<file path="config.mk">
export PLATFORM = sky130hd
export DESIGN_NAME = fifo_nibble_packer
export DESIGN_NICKNAME = d
export VERILOG_FILES = /design/src/rtl/fifo_nibble_packer.sv
export SDC_FILE = /design/constraint.sdc
export NUM_CORES = 1
export LEC_CHECK = 0
export BUFFER_PORTS_ARGS = -buffer_cell sky130_fd_sc_hd__buf_2
export CAP_MARGIN = 20
export CORE_MARGIN = 2
export CORE_UTILIZATION = 45
export CTS_CLUSTER_SIZE = 25
export DETAILED_ROUTE_END_ITERATION = 10
export MAX_ROUTING_LAYER = met4
export PLACE_DENSITY = 0.64
export SYNTH_ARGS = -nofsm -noshare
export SYNTH_HDL_FRONTEND = slang
export SYNTH_SLANG_ARGS = --single-unit
</file>
<file path="constraint.sdc">
create_clock -name clk -period 3.25 [get_ports clk]
set_input_delay 0.65 -clock clk [delete_from_list [all_inputs] [get_ports clk]]
set_output_delay 0.65 -clock clk [all_outputs]
set_load 0.02 [all_outputs]
</file>
<file path="src/rtl/fifo_nibble_packer.sv">
`default_nettype none
// ============================================================================
//  Module   : fifo_nibble_packer
//  Purpose  : Drains 4-bit entries from a synchronous FIFO and packs NIBBLES
//             of them (first nibble in the LSBs) into one word. The word is
//             presented on a valid/ready handshake. A flush request pads out
//             a partial word with zeros once the FIFO has run dry.
//  Options  : define PACKER_PARITY_EN to add the word_parity output
//             (XOR of all word_out bits, registered alongside word_out).
//  Revision : 1.0  initial release
// ============================================================================
module fifo_nibble_packer #(
   parameter int NIBBLES = 4,   // nibbles per output word, 2..8
   parameter int CNT_W   = 8    // width of the delivered-word counter
) (
   input  logic                   clk,
   input  logic                   rst,
   input  logic                   empty_flag,
   input  logic [3:0]             fifo_data,
   output logic                   rd_en,
   input  logic                   flush,
   output logic [4*NIBBLES-1:0]   word_out,
   output logic [3:0]             word_len,
   output logic                   word_valid,
   input  logic                   word_ready,
   output logic [CNT_W-1:0]       word_cnt
`ifdef PACKER_PARITY_EN
   ,
   output logic                   word_parity
`endif
);

   localparam int         c_word_w  = 4 * NIBBLES;
   localparam logic [3:0] c_nibbles = 4'(NIBBLES);

   // REQ issues a read, CAPT takes the read data, HOLD presents a word.
   typedef enum logic [1:0] {
      S_REQ  = 2'd0,
      S_CAPT = 2'd1,
      S_HOLD = 2'd2
   } state_t;

   state_t                r_state;
   state_t                w_state_next;

   logic [3:0]            r_idx;
   logic [c_word_w-1:0]   r_shift;
   logic [c_word_w-1:0]   r_word_out;
   logic [3:0]            r_word_len;
   logic                  r_word_valid;
   logic [CNT_W-1:0]      r_word_cnt;

   logic                  w_rd_en;
   logic                  w_capture;
   logic                  w_load;
   logic                  w_accept;
   logic [3:0]            w_idx_inc;
   logic [c_word_w-1:0]   w_shift_cap;
   logic [c_word_w-1:0]   w_load_word;
   logic [3:0]            w_load_len;

   assign w_idx_inc = r_idx + 4'd1;

   // Shift register image with the incoming nibble dropped into slot r_idx.
   always_comb begin
      w_shift_cap = r_shift;
      for (int i = 0; i < NIBBLES; i++) begin
         if (r_idx == 4'(i)) begin
            w_shift_cap[4*i +: 4] = fifo_data;
         end
      end
   end

   // State register.
   always_ff @(posedge clk) begin
      if (rst) begin
         r_state <= S_REQ;
      end else begin
         r_state <= w_state_next;
      end
   end

   // Next-state decode plus the read strobe and datapath enables.
   always_comb begin
      w_state_next = r_state;
      w_rd_en      = 1'b0;
      w_capture    = 1'b0;
      w_load       = 1'b0;
      w_accept     = 1'b0;
      w_load_word  = w_shift_cap;
      w_load_len   = c_nibbles;
      case (r_state)
         S_REQ: begin
            // A pending read always wins over a simultaneous flush.
            w_rd_en = ~empty_flag & ~rst;
            if (w_rd_en) begin
               w_state_next = S_CAPT;
            end else if (flush && (r_idx != 4'd0)) begin
               // Unfilled slots are still zero from the last clear.
               w_state_next = S_HOLD;
               w_load       = 1'b1;
               w_load_word  = r_shift;
               w_load_len   = r_idx;
            end
         end
         S_CAPT: begin
            w_capture = 1'b1;
            if (w_idx_inc == c_nibbles) begin
               w_state_next = S_HOLD;
               w_load       = 1'b1;
            end else begin
               w_state_next = S_REQ;
            end
         end
         S_HOLD: begin
            if (r_word_valid && word_ready) begin
               w_accept     = 1'b1;
               w_state_next = S_REQ;
            end
         end
         default: begin
            w_state_next = S_REQ;
         end
      endcase
   end

   // Packing datapath, presented word and delivered-word counter.
   always_ff @(posedge clk) begin
      if (rst) begin
         r_idx        <= 4'd0;
         r_shift      <= '0;
         r_word_out   <= '0;
         r_word_len   <= 4'd0;
         r_word_valid <= 1'b0;
         r_word_cnt   <= '0;
      end else begin
         if (w_capture) begin
            r_shift <= w_shift_cap;
            r_idx   <= w_idx_inc;
         end
         if (w_load) begin
            r_word_out   <= w_load_word;
            r_word_len   <= w_load_len;
            r_word_valid <= 1'b1;
         end
         if (w_accept) begin
            r_word_valid <= 1'b0;
            r_idx        <= 4'd0;
            r_shift      <= '0;
            r_word_cnt   <= r_word_cnt + CNT_W'(1);
         end
      end
   end

`ifdef PACKER_PARITY_EN
   logic r_parity;

   // Parity is captured together with the word it describes.
   always_ff @(posedge clk) begin
      if (rst) begin
         r_parity <= 1'b0;
      end else if (w_load) begin
         r_parity <= ^w_load_word;
      end
   end

   assign word_parity = r_parity;
`endif

   assign rd_en      = w_rd_en;
   assign word_out   = r_word_out;
   assign word_len   = r_word_len;
   assign word_valid = r_word_valid;
   assign word_cnt   = r_word_cnt;

endmodule
`default_nettype wire

</file>
### Yosys cells after proc, flatten, opt, wreduce, memory -nomap -nowiden

Cells that the tools add are included.
Widths: inputs -> output; s select.

* shift operators: 0
* $mul: 0
* multiplexer cells: 23
* order comparisons: 0
* reductions and logical operators: 7
* add/sub/neg operators: 2
* equality and inequality tests: 8
* bitwise logic cells: 3
* div/mod/pow operators: 0

Operators by type and width (count)
* $mux 16: 3
* $mux 4: 7
* $add 8x1->8 const B: 1
* $eq 4x2->1 const B: 2
* $mux 2: 4
* $mux 1: 7
* $pmux 2 s3: 1
* $add 4x1->4 const B: 1
* $eq 4x1->1 const B: 1
* $eq 4x3->1 const B: 1
* $logic_not 4->1: 1
* $reduce_bool 4->1: 1
* $ne 3x3->1 const B: 1
* $eq 2x1->1 const B: 1
* $eq 2x2->1 const B: 1
* $logic_and 1x1->1: 2
* $logic_not 2->1: 1
* $ne 2x2->1 const B: 1
* $not 1->1: 2
* $pmux 1 s2: 1
* $reduce_and 2->1: 1
* $reduce_or 2->1: 1
* $and 1x1->1: 1

* memory bits (writable): 0
* latch bits: 0
* output and inout bits: 30
* register bits: 51
* word-level logic and storage cells: 50
* memories: 0
* bits in read-only memories: 0

### Logic depth before layout (Yosys ltp)

Gate-level depths: netlist of run 1.

* word-level depth: 5
* gate-level depth with buffers: 9
* gate-level depth less buffers: 6

### Least setup slack after synthesis of run 1

Ideal clock, no wire load.

* path kind: input to output
* from: input rst
* to: output rd_en
* buffers on the path: 1
* slack: 1.136 ns
* arrival time: 1.464 ns
* stages: 2
* path through: clkbuf_1 > nor4_1

* word-level cells in the longest chain between the ends: 3

Ends and longest elaborated chain
* start, declared: line 17 `input logic rst,`
* $not 1->1: line 95 `w_rd_en = ~empty_flag & ~rst;`
* $and 1x1->1: line 95
* $mux 1: line 92 `case (r_state)`
* end, declared: line 20 `output logic rd_en,`

Every way passes these cells.

### Final worst setup path of run 1

* from: register r_idx[0]
* to: register r_word_out[5], in the netlist word_out[5]

* elaborated cells on any way between the ends: 13
* classes of those cells: add/sub: 1; eq/ne: 2; mux: 8; reduce/logical: 2

RTL lines
* start, declared: line 46 `logic [3:0] r_idx;`
* start signal, assigned: line 139 `r_idx <= w_idx_inc;`
* $add 4x1->4: line 62 `assign w_idx_inc = r_idx + 4'd1;`
* via w_idx_inc[0]: line 57 `logic [3:0] w_idx_inc;`
* $eq 4x3->1: line 108 `if (w_idx_inc == c_nibbles) begin`
* $mux 1: line 108
* $pmux 1 s2: line 92
* end signal, assigned: line 142 `r_word_out <= w_load_word;`
* end, declared: line 48 `logic [c_word_w-1:0] r_word_out;`

The timed path passes the listed nets, and every way through them passes these cells.
A chain may end at the register's enable or synchronous reset.

==> results of run 1 <==
## per-stage QoR
| stage | instances | hold slack, ns | worst slack [ns] | utilization (%) |
|---|---|---|---|---|
| floorplan | 263 | 0.4355 | 1.136 | - |
| global placement | 354 | 0.4418 | 0.7204 | 51.58 |
| detailed placement | 354 | 0.4472 | 0.6129 | 51.58 |
| CTS | 362 | 0.4609 | 0.6128 | 54.03 |
| global route | 362 | 0.4790 | 0.3417 | 54.03 |
| finish | 362 | 0.4606 | 0.6062 | 54.03 |
## layout make-up
| type | instances | area share [%] |
|---|---|---|
| clock buffer | 6 | 3.173 |
| clock inverter | 2 | 1.346 |
| inverter | 2 | 0.2885 |
| multi-input combinational | 191 | 43.99 |
| sequential | 51 | 39.23 |
| tap | 67 | 3.221 |
| timing repair buffer | 43 | 8.750 |
## synthesized netlist by cell type
library cell / instances / area [µm²]
nor3_1: 9 / 45.04
and3_1: 1 / 6.260
a21oi_2: 1 / 8.760
a31oi_1: 1 / 6.260
nor2_1: 27 / 101.4
buf_6: 3 / 33.78
nand3_1: 16 / 80.08
ha_1: 5 / 62.56
xor2_1: 5 / 43.79
dfxtp_1: 51 / 1021
nor4_1: 2 / 12.51
nor4b_4: 1 / 23.77
o31ai_1: 8 / 60.06
buf_4: 2 / 15.01
a211oi_1: 12 / 90.09
nand3b_1: 9 / 67.56
nand2_1: 38 / 142.6
a21oi_1: 21 / 105.1
buf_8: 1 / 15.01
o21ai_0: 1 / 5.000
nand4b_1: 1 / 8.760
nor3b_2: 1 / 12.51
inv_1: 2 / 7.510
nor2b_1: 9 / 56.30
xnor2_1: 4 / 35.03
nor4bb_4: 1 / 25.02
and2_1: 1 / 6.260
nand4_1: 4 / 25.02
clkbuf_1: 13 / 48.80
a311oi_1: 4 / 35.03
nand4bb_1: 1 / 11.26
and4b_1: 1 / 10.01
nand2b_1: 2 / 12.51
mux2i_1: 4 / 40.04
or3_1: 1 / 6.260
## worst min-delay path, delay by kind of cell (launching register included)
| family | cells | cell delay [ns] |
|---|---|---|
| flip-flops | 1 | 0.32 |
| AND/OR/NAND/NOR | 1 | 0.05 |
| AO/OA/AOI/OAI | 1 | 0.05 |
## logic make-up (layout without fill, tap and decap cells)
logic type               count (synthesis)  count (layout)  synth area share (%)
flip-flops                              51              51                 44.66
buffers and inverters                   21              53                 5.254
AO/OA/AOI/OAI                           48              48                 13.57
XOR/XNOR                                 9               9                 3.448
AND/OR/NAND/NOR                        125             125                 28.57
adder cells (fa/ha/maj)                  5               5                 2.737
multiplexers                             4               4                 1.752
## final timing paths
kind / startpoint / to / slack, ns
worst max-delay path: r_idx[0] / word_out[5] / 0.61
worst min-delay path: r_shift[0] / r_shift[0] / 0.46
worst max register to register: r_idx[0] / word_out[5] / 0.61
worst min register to register: r_shift[0] / r_shift[0] / 0.46
## placed cells by master, fill, tap and decap left out, types with 4 or more instances in the layout
| cell type | n |
|---|---|
| dfxtp_1 | 51 |
| nand2_1 | 38 |
| buf_2 | 38 |
| nor2_1 | 27 |
| a21oi_1 | 21 |
| nand3_1 | 16 |
| a211oi_1 | 12 |
| nor2b_1 | 9 |
| nand3b_1 | 9 |
| nor3_1 | 9 |
| o31ai_1 | 8 |
| clkbuf_8 | 6 |
| xor2_1 | 5 |
| ha_1 | 5 |
| buf_4 | 5 |
| nand4_1 | 4 |
| a311oi_1 | 4 |
| xnor2_1 | 4 |
| mux2i_1 | 4 |
## registers in the layout, summed over array words and instances (netlist names)
name	cells
r_state	2
word_len	4
r_shift	16
word_out	16
r_idx	4
word_valid	1
word_cnt	8
## power breakdown
part,internal (W),switching (W)
Combinational,0.0000448,0.0000805
Clock,0.000249,0.000207
Sequential,0.000640,0.0000128
## routing by layer
layer | vias to the layer above | track usage, % | part of all wire (%)
met4 | 0 | 7.602 | 2.2
met1 | 884 | 25.50 | 48
met3 | 11 | 4.685 | 3.1
met2 | 34 | 32.16 | 46
met5 | - | - | 0
li1 | 981 | - | -
==> impl_metrics.csv, run 1 <==
group,metric,value,unit
logic_synthesis,syn-mean-instance-area,8.692,µm²
clock_tree,tritoncts,"done",
logic_synthesis,synth_area,2286,µm²
finish,nNetsFinal,308,
place,io_buffers,38,
floorplan,core,4817,µm²
timing,finalClockSkew,0.004014,ns
clock_tree,path_clk_slew,0.09,ns
timing,fin_crit_sh,81.35,%
floorplan,io_pins,39,
timing,tightestPinTransition,0.8408,ns
timing,setup_tns,0,ns
setup_path,path_cells,"inv_1 -> ha_1 -> nor3b_2 -> nand4bb_1 -> nand2b_1 -> o31ai_1",
global_routing,grt_pass1_wl,8452,µm
timing,finalHoldViolations,0,
logic_synthesis,syn_inst,263,
drt,ant_nets,0,
clock_tree,cts-root-buf,"clkbuf_8",
min_path,hp-class,"reg2reg",
finish,fill_cells,483,
finish,diodes,0,
clock_tree,cts_buffers,5,
setup_path,cpLargestDelayFamily,"simple AND/OR/NAND/NOR gates",
place,gp_congestion,0.7811,
floorplan,die_h,75.28,µm
floorplan,rows,25,
clock_tree,post_cts_buffers,0,
drt,avgViaCountPerCell,5.276,
logic_synthesis,ys_types,35,
floorplan,die_x,75.28,µm
clock_tree,clock_sinks,51,
pwr,power_density,474.3,nW/µm²
setup_path,crit_required,3.47,ns
timing,slew_headroom,43.94,%
clock_tree,cts_resized,0,
global_routing,antenna_found_initial,0,
global_routing,grt_max_degree,22,
global_routing,first_global_vias,1750,
setup_path,worstRegToRegCells,6,
finish,drive_gt1_share,18.64,%
drt,drc_errors,0,
finish,stdcell_area,2603,µm²
floorplan,die_area,5666,µm²
place,hpwl,3586,µm
setup_path,cp-end-kind,"flop",
drt,drt_iter0_markers,113,
logic_synthesis,synth-seq-cells,51,
timing,period_minus_slack,2.644,ns
clock_tree,cts_buffer_depth,2,
clock_tree,cts-hold-fix-buffers,0,
timing,finalSetupViolCount,0,
pwr,ir_drop,0.0002273,V
global_routing,overflow,0,
pwr,power.total,0.001234,W
setup_path,worst-path-stages,6,
drt,route.vias.total,1910,
pwr,leakage,1.040,nW
floorplan,start_util,47.45,%
finish,area_delta_synth_final,13.85,%
setup_path,slowest_delay,0.67,ns
setup_path,path_buf_inv,1,
logic_synthesis,synth_fp_nets,277,
setup_path,crit_fanout,15,
place,place_area,2485,µm²
run_status,status,"completed",
timing,slew_violations,0,
timing,fmax,0.3782,GHz
setup_path,critPathKind,"reg2reg",
clock_tree,clkLatencyLatePin,0.30,ns
run,maxCapViolations,0,
setup_path,cpMaxStageDelayCell,"nor3b_2",
setup_path,cp_data_arrival_time,2.86,ns
timing,rsz0062_at_grt,"no",
drt,drtPass1Iterations,4,
setup_path,start_kind,"flop",
clock_tree,h-tree-depth,2,
global_routing,grt_usage,20.37,%
drt,routed_wl,5199,µm
finish,regArea,1021,µm²
drt,drt-wirelength-per-cell,14.36,µm
logic_synthesis,ys_warn_count,0,
logic_synthesis,yosysSeqAreaShare,44.66,%
finish,multi_input_area,1145,µm²
min_path,worstHoldPathCells,2,
Power figures use the tool's default switching activity.
==> inputs of run 2 (changes only) <==
Settings changed: PLACE_DENSITY 0.64 to 0.67.
Clock period 3.25 ns to 2.2 ns, I/O delays scaled along.
==> run 2 against run 1 <==
Combinational power increased by 57%. Critical path depth unchanged. Design area increased by 0.48%. Non-clock buffer count is 6 higher. Wire length down 5.9%. Register-to-register slack worse by 0.32 ns. Global-route usage down 1.3 points. Clock skew rose by 0.0028 ns. Total power is 37% higher.
==> impl_metrics.csv, run 2 (synthesis results as in run 1) <==
group,metric,value,unit
clock_tree,cts-root-buf,"clkbuf_8",
finish,drive_gt1_share,19.93,%
drt,drt_iter0_markers,87,
clock_tree,h-tree-depth,2,
setup_path,path_buf_inv,1,
place,gp_congestion,0.7725,
global_routing,top_usage_layer,"met2",
timing,finalHoldViolations,0,
timing,tightestPinTransition,0.4130,ns
setup_path,crit_required,2.43,ns
pwr,ir_drop,0.0003927,V
finish,final_cell_mix,"dfxtp_1 (51), nand2_1 (38), buf_2 (38)",
floorplan,die_x,75.28,µm
finish,final_common_cell,"dfxtp_1",
min_path,worstHoldPathCells,2,
drt,drtPass1Iterations,4,
finish,final_cells,368,
clock_tree,cts_resized,0,
pwr,p_seq_share,56.9,%
pwr,switchingPower,0.0004436,W
setup_path,rrSetupSlack,0.29,ns
pwr,power_density,645.2,nW/µm²
timing,slew_headroom,72.46,%
timing,finalSetupViolCount,0,
drt,avgViaCountPerCell,5.147,
pwr,clockPowerShare,31.4,%
setup_path,critPathKind,"reg2reg",
place,place_inst,360,
global_routing,overflow,0,
place,hpwl,3466,µm
global_routing,grtUsageMet2,32.36,%
clock_tree,tritoncts,"done",
drt,ant_nets,0,
clock_tree,clkLatencyLatePin,0.30,ns
global_routing,grt_max_degree,34,
place,io_buffers,38,
min_path,hp-class,"in2reg",
timing,slew_violations,0,
setup_path,slowest_delay,0.36,ns
timing,fin_crit_sh,86.77,%
drt,drc_errors,0,
finish,stdcell_area,2615,µm²
timing,period_minus_slack,1.909,ns
setup_path,cp_data_arrival_time,2.13,ns
place,place_area,2530,µm²
finish,area_delta_synth_final,14.40,%
clock_tree,cts_buffers,5,
floorplan,die_area,5666,µm²
setup_path,crit_fanout,8,
clock_tree,cts-hold-fix-buffers,0,
timing,finalClockSkew,0.006801,ns
floorplan,rows,25,
setup_path,cpMaxStageDelayCell,"dfxtp_1",
setup_path,path_cells,"inv_1 -> ha_1 -> nor3b_2 -> nand4bb_1 -> nand2b_1 -> o31ai_1",
clock_tree,post_cts_buffers,0,
finish,nNetsFinal,314,
drt,drt-wirelength-per-cell,13.29,µm
clock_tree,path_clk_slew,0.09,ns
timing,hold_slack,0.3211,ns
setup_path,worst-path-stages,6,
global_routing,met3_usage,4.150,%
setup_path,start_kind,"flop",
global_routing,grt_pass1_wl,8121,µm
setup_path,cpLargestDelayFamily,"simple AND/OR/NAND/NOR gates",
pwr,switching_share,26.29,%
global_routing,first_global_vias,1775,
run_status,status,"completed",
clock_tree,cts_buffer_depth,2,
floorplan,io_pins,39,
drt,routed_wl,4892,µm
drt,route.vias.total,1894,
floorplan,core,4817,µm²
global_routing,antenna_found_initial,0,
run,maxCapViolations,0,
clock_tree,clock_sinks,51,
pwr,p_int,0.001244,W
global_routing,grt_usage,19.10,%
timing,fmax,0.5238,GHz
setup_path,cp-end-kind,"flop",
pwr,power_frac_comb,11.6,%
global_routing,met1_usage,23.05,%
pwr,leakage,1.050,nW
floorplan,die_h,75.28,µm
timing,rsz0062_at_grt,"no",
timing,setup_tns,0,ns
setup_path,worstRegToRegCells,6,
finish,diodes,0,
floorplan,start_util,47.45,%
[run 2: cell count changes in the layout (fill, tap and decap cells not counted)]
cell        change
buf_4           +6
clkbuf_1        +1
clkinvlp_4      +1
bufinv_16       -1
clkbuf_8        -1
[run 2: power by group through the flow]
stage | combinational (W) | clock [W] | sequential, W
floorplan | 0.000122 | 0 | 0.000997
global placement | 0.000195 | 0 | 0.000982
detailed placement | 0.000196 | 0 | 0.000983
CTS | 0.000198 | 0.000539 | 0.000961
global route | 0.000218 | 0.000577 | 0.000965
finish | 0.000196 | 0.000530 | 0.000961
[run 2: final cells by class]
class / instances / area (µm²)
clock buffer: 6 / 72.57
clock inverter: 2 / 12.51
fill: 489 / 2202
inverter: 2 / 7.507
multi-input combinational: 191 / 1145
sequential: 51 / 1021
tap: 67 / 83.83
timing repair buffer: 49 / 272.8
[run 2: final timing paths]
path,from,to
max,r_idx[1],word_out[10]
min,empty_flag,r_state[0]
max reg2reg,r_idx[1],word_out[10]
min reg2reg,r_shift[2],r_shift[2]
[run 2: layer usage]
layer,wire [µm],up-vias
met2,2421,30
met5,0,-
met3,156,7
met4,48,0
met1,2266,864
li1,-,993
[run 2: per-stage QoR]
step	total power [W]	worst slack, ns	utilization (%)
2_1_floorplan	0.001119	0.5001	-
3_3_place_gp	0.001177	0.4162	52.52
3_5_place_dp	0.001179	0.2991	52.52
4_1_cts	0.001698	0.2814	54.29
5_1_grt	0.001760	0.09072	54.29
6_report	0.001687	0.2910	54.29
==> inputs of run 3 (changes only) <==
Settings changed: CORE_UTILIZATION 45 to 50, PLACE_DENSITY 0.67 to 0.7.
Clock period 2.2 ns to 2 ns, I/O delays scaled along.
==> run 3 against run 2 <==
Non-clock buffer count increased by 2. Combinational power is 11% higher. Maximum frequency is 12% higher. Count of clock-buffer cells in the layout shrank 1. Largest power group unchanged. Global-route usage rose by 2.9 points. Flip-flop and latch count is the same. Sequential share of layout area stayed put. Critical path depth fell by 1. Sequential power is 10% higher.
==> impl_metrics.csv, run 3 (synthesis results as in run 1) <==
group,metric,value,unit
clock_tree,h-tree-depth,2,
setup_path,start_kind,"flop",
finish,area_delta_synth_final,14.40,%
clock_tree,cts_buffers,5,
min_path,hp-class,"in2reg",
setup_path,crit_fanout,12,
finish,diodes,0,
clock_tree,post_cts_buffers,0,
global_routing,met3_usage,5.626,%
pwr,leakage,1.058,nW
global_routing,grt_pass1_wl,8597,µm
run_status,status,"completed",
setup_path,cp_data_arrival_time,1.94,ns
place,hpwl,3512,µm
floorplan,die_area,5129,µm²
pwr,power_density,718.8,nW/µm²
timing,tightestPinTransition,0.6703,ns
floorplan,io_pins,39,
floorplan,core,4384,µm²
setup_path,r2r_end,"word_out[11]",
setup_path,critPathKind,"reg2reg",
floorplan,start_util,52.14,%
drt,drc_errors,0,
clock_tree,cts-root-buf,"clkbuf_8",
clock_tree,clock_sinks,51,
pwr,power.total,0.001880,W
global_routing,grtUsageMet2,32.41,%
drt,avgViaCountPerCell,5.468,
timing,fmax,0.5845,GHz
timing,setup_tns,0,ns
finish,nNetsFinal,316,
global_routing,met1_usage,29.46,%
timing,slew_headroom,55.22,%
timing,rsz0062_at_grt,"no",
drt,drtPass1Iterations,4,
setup_path,cp-end-kind,"flop",
global_routing,grt_usage,22.03,%
floorplan,die_h,71.62,µm
timing,period_minus_slack,1.711,ns
drt,drt_iter0_markers,116,
finish,fill_cells,426,
timing,fin_crit_sh,85.55,%
finish,drive_gt1_share,20.79,%
timing,finalHoldViolations,0,
clock_tree,cts_buffer_depth,2,
floorplan,die_x,71.62,µm
pwr,ir_drop,0.0004964,V
min_path,worstHoldPathCells,2,
run,maxCapViolations,0,
min_path,hp-start,"empty_flag",
global_routing,grt_max_degree,22,
floorplan,rows,24,
clock_tree,path_clk_slew,0.10,ns
clock_tree,cts_resized,0,
finish,final_cell_mix,"dfxtp_1 (51), nand2_1 (38), buf_2 (38)",
global_routing,top_usage_layer,"met2",
setup_path,rrSetupSlack,0.29,ns
drt,routed_wl,5030,µm
setup_path,worstRegToRegCells,5,
drt,ant_nets,0,
place,gp_congestion,0.7712,
timing,finalClockSkew,0.007653,ns
timing,finalSetupViolCount,0,
global_routing,first_global_vias,1805,
global_routing,overflow,0,
place,io_buffers,38,
clock_tree,cts-hold-fix-buffers,0,
clock_tree,tritoncts,"done",
global_routing,antenna_found_initial,0,
clock_tree,clkLatencyLatePin,0.31,ns
setup_path,crit_required,2.23,ns
min_path,min_to,"r_state[0]",
finish,final_common_cell,"dfxtp_1",
timing,slew_violations,0,
setup_path,r2r_start,"r_idx[2]",
drt,route.vias.total,1941,
drt,drt-wirelength-per-cell,14.17,µm
## run 3: cell type report
cell class              count  area (µm²)  share of cell area (%)
clock inverters             3       20.02                  0.7655
flip-flops and latches     51        1021                   39.04
well taps                  52       65.06                   2.488
repair buffers             51       287.8                   11.00
multi-input cells         191        1145                   43.78
clock buffers               5       68.82                   2.632
inverters                   2       7.507                  0.2871
## run 3: how the worst max path moves through the flow
| stage | startpoint | end | cells after the start |
|---|---|---|---|
| global route | r_idx[0] | word_out[2] | 8 |
| CTS | r_idx[2] | word_out[11] | 5 |
| floorplan | r_idx[0] | word_len[3] | 9 |
| finish | r_idx[2] | word_out[11] | 5 |
| global placement | r_idx[2] | word_out[11] | 5 |
| detailed placement | r_idx[2] | word_out[11] | 5 |
## run 3: critical path: stages (launching register included)
cell and delay (ns):
dfxtp_1 0.40, nor4b_4 0.35, and2_1 0.32, buf_4 0.26, nor2_1 0.06, o31ai_1 0.23
## run 3: report_power, final
part	internal [W]	total, W	switching [W]
Clock	0.000244	0.000605	0.000361
Combinational	0.0000831	0.000217	0.000134
Sequential	0.00104	0.00106	0.0000170
## run 3: stage by stage
step                      util [%]  hold WS [ns]  instance area [µm²]  setup WS, ns  instances
after floorplan                  -        0.4355                 2286        0.3001        263
after global placement       57.62        0.4430                 2526        0.2936        347
after detailed placement     57.62        0.4465                 2526        0.2912        347
after CTS                    59.65        0.2781                 2615        0.2406        355
after global routing         59.65        0.2956                 2615        0.1153        355
final                        59.65        0.2915                 2615        0.2891        355
## run 3: layer usage
layer	routed length [µm]	share of wire, %
met2	2258	45
met4	72	1.4
met5	0	0
met1	2496	50
met3	203	4.0
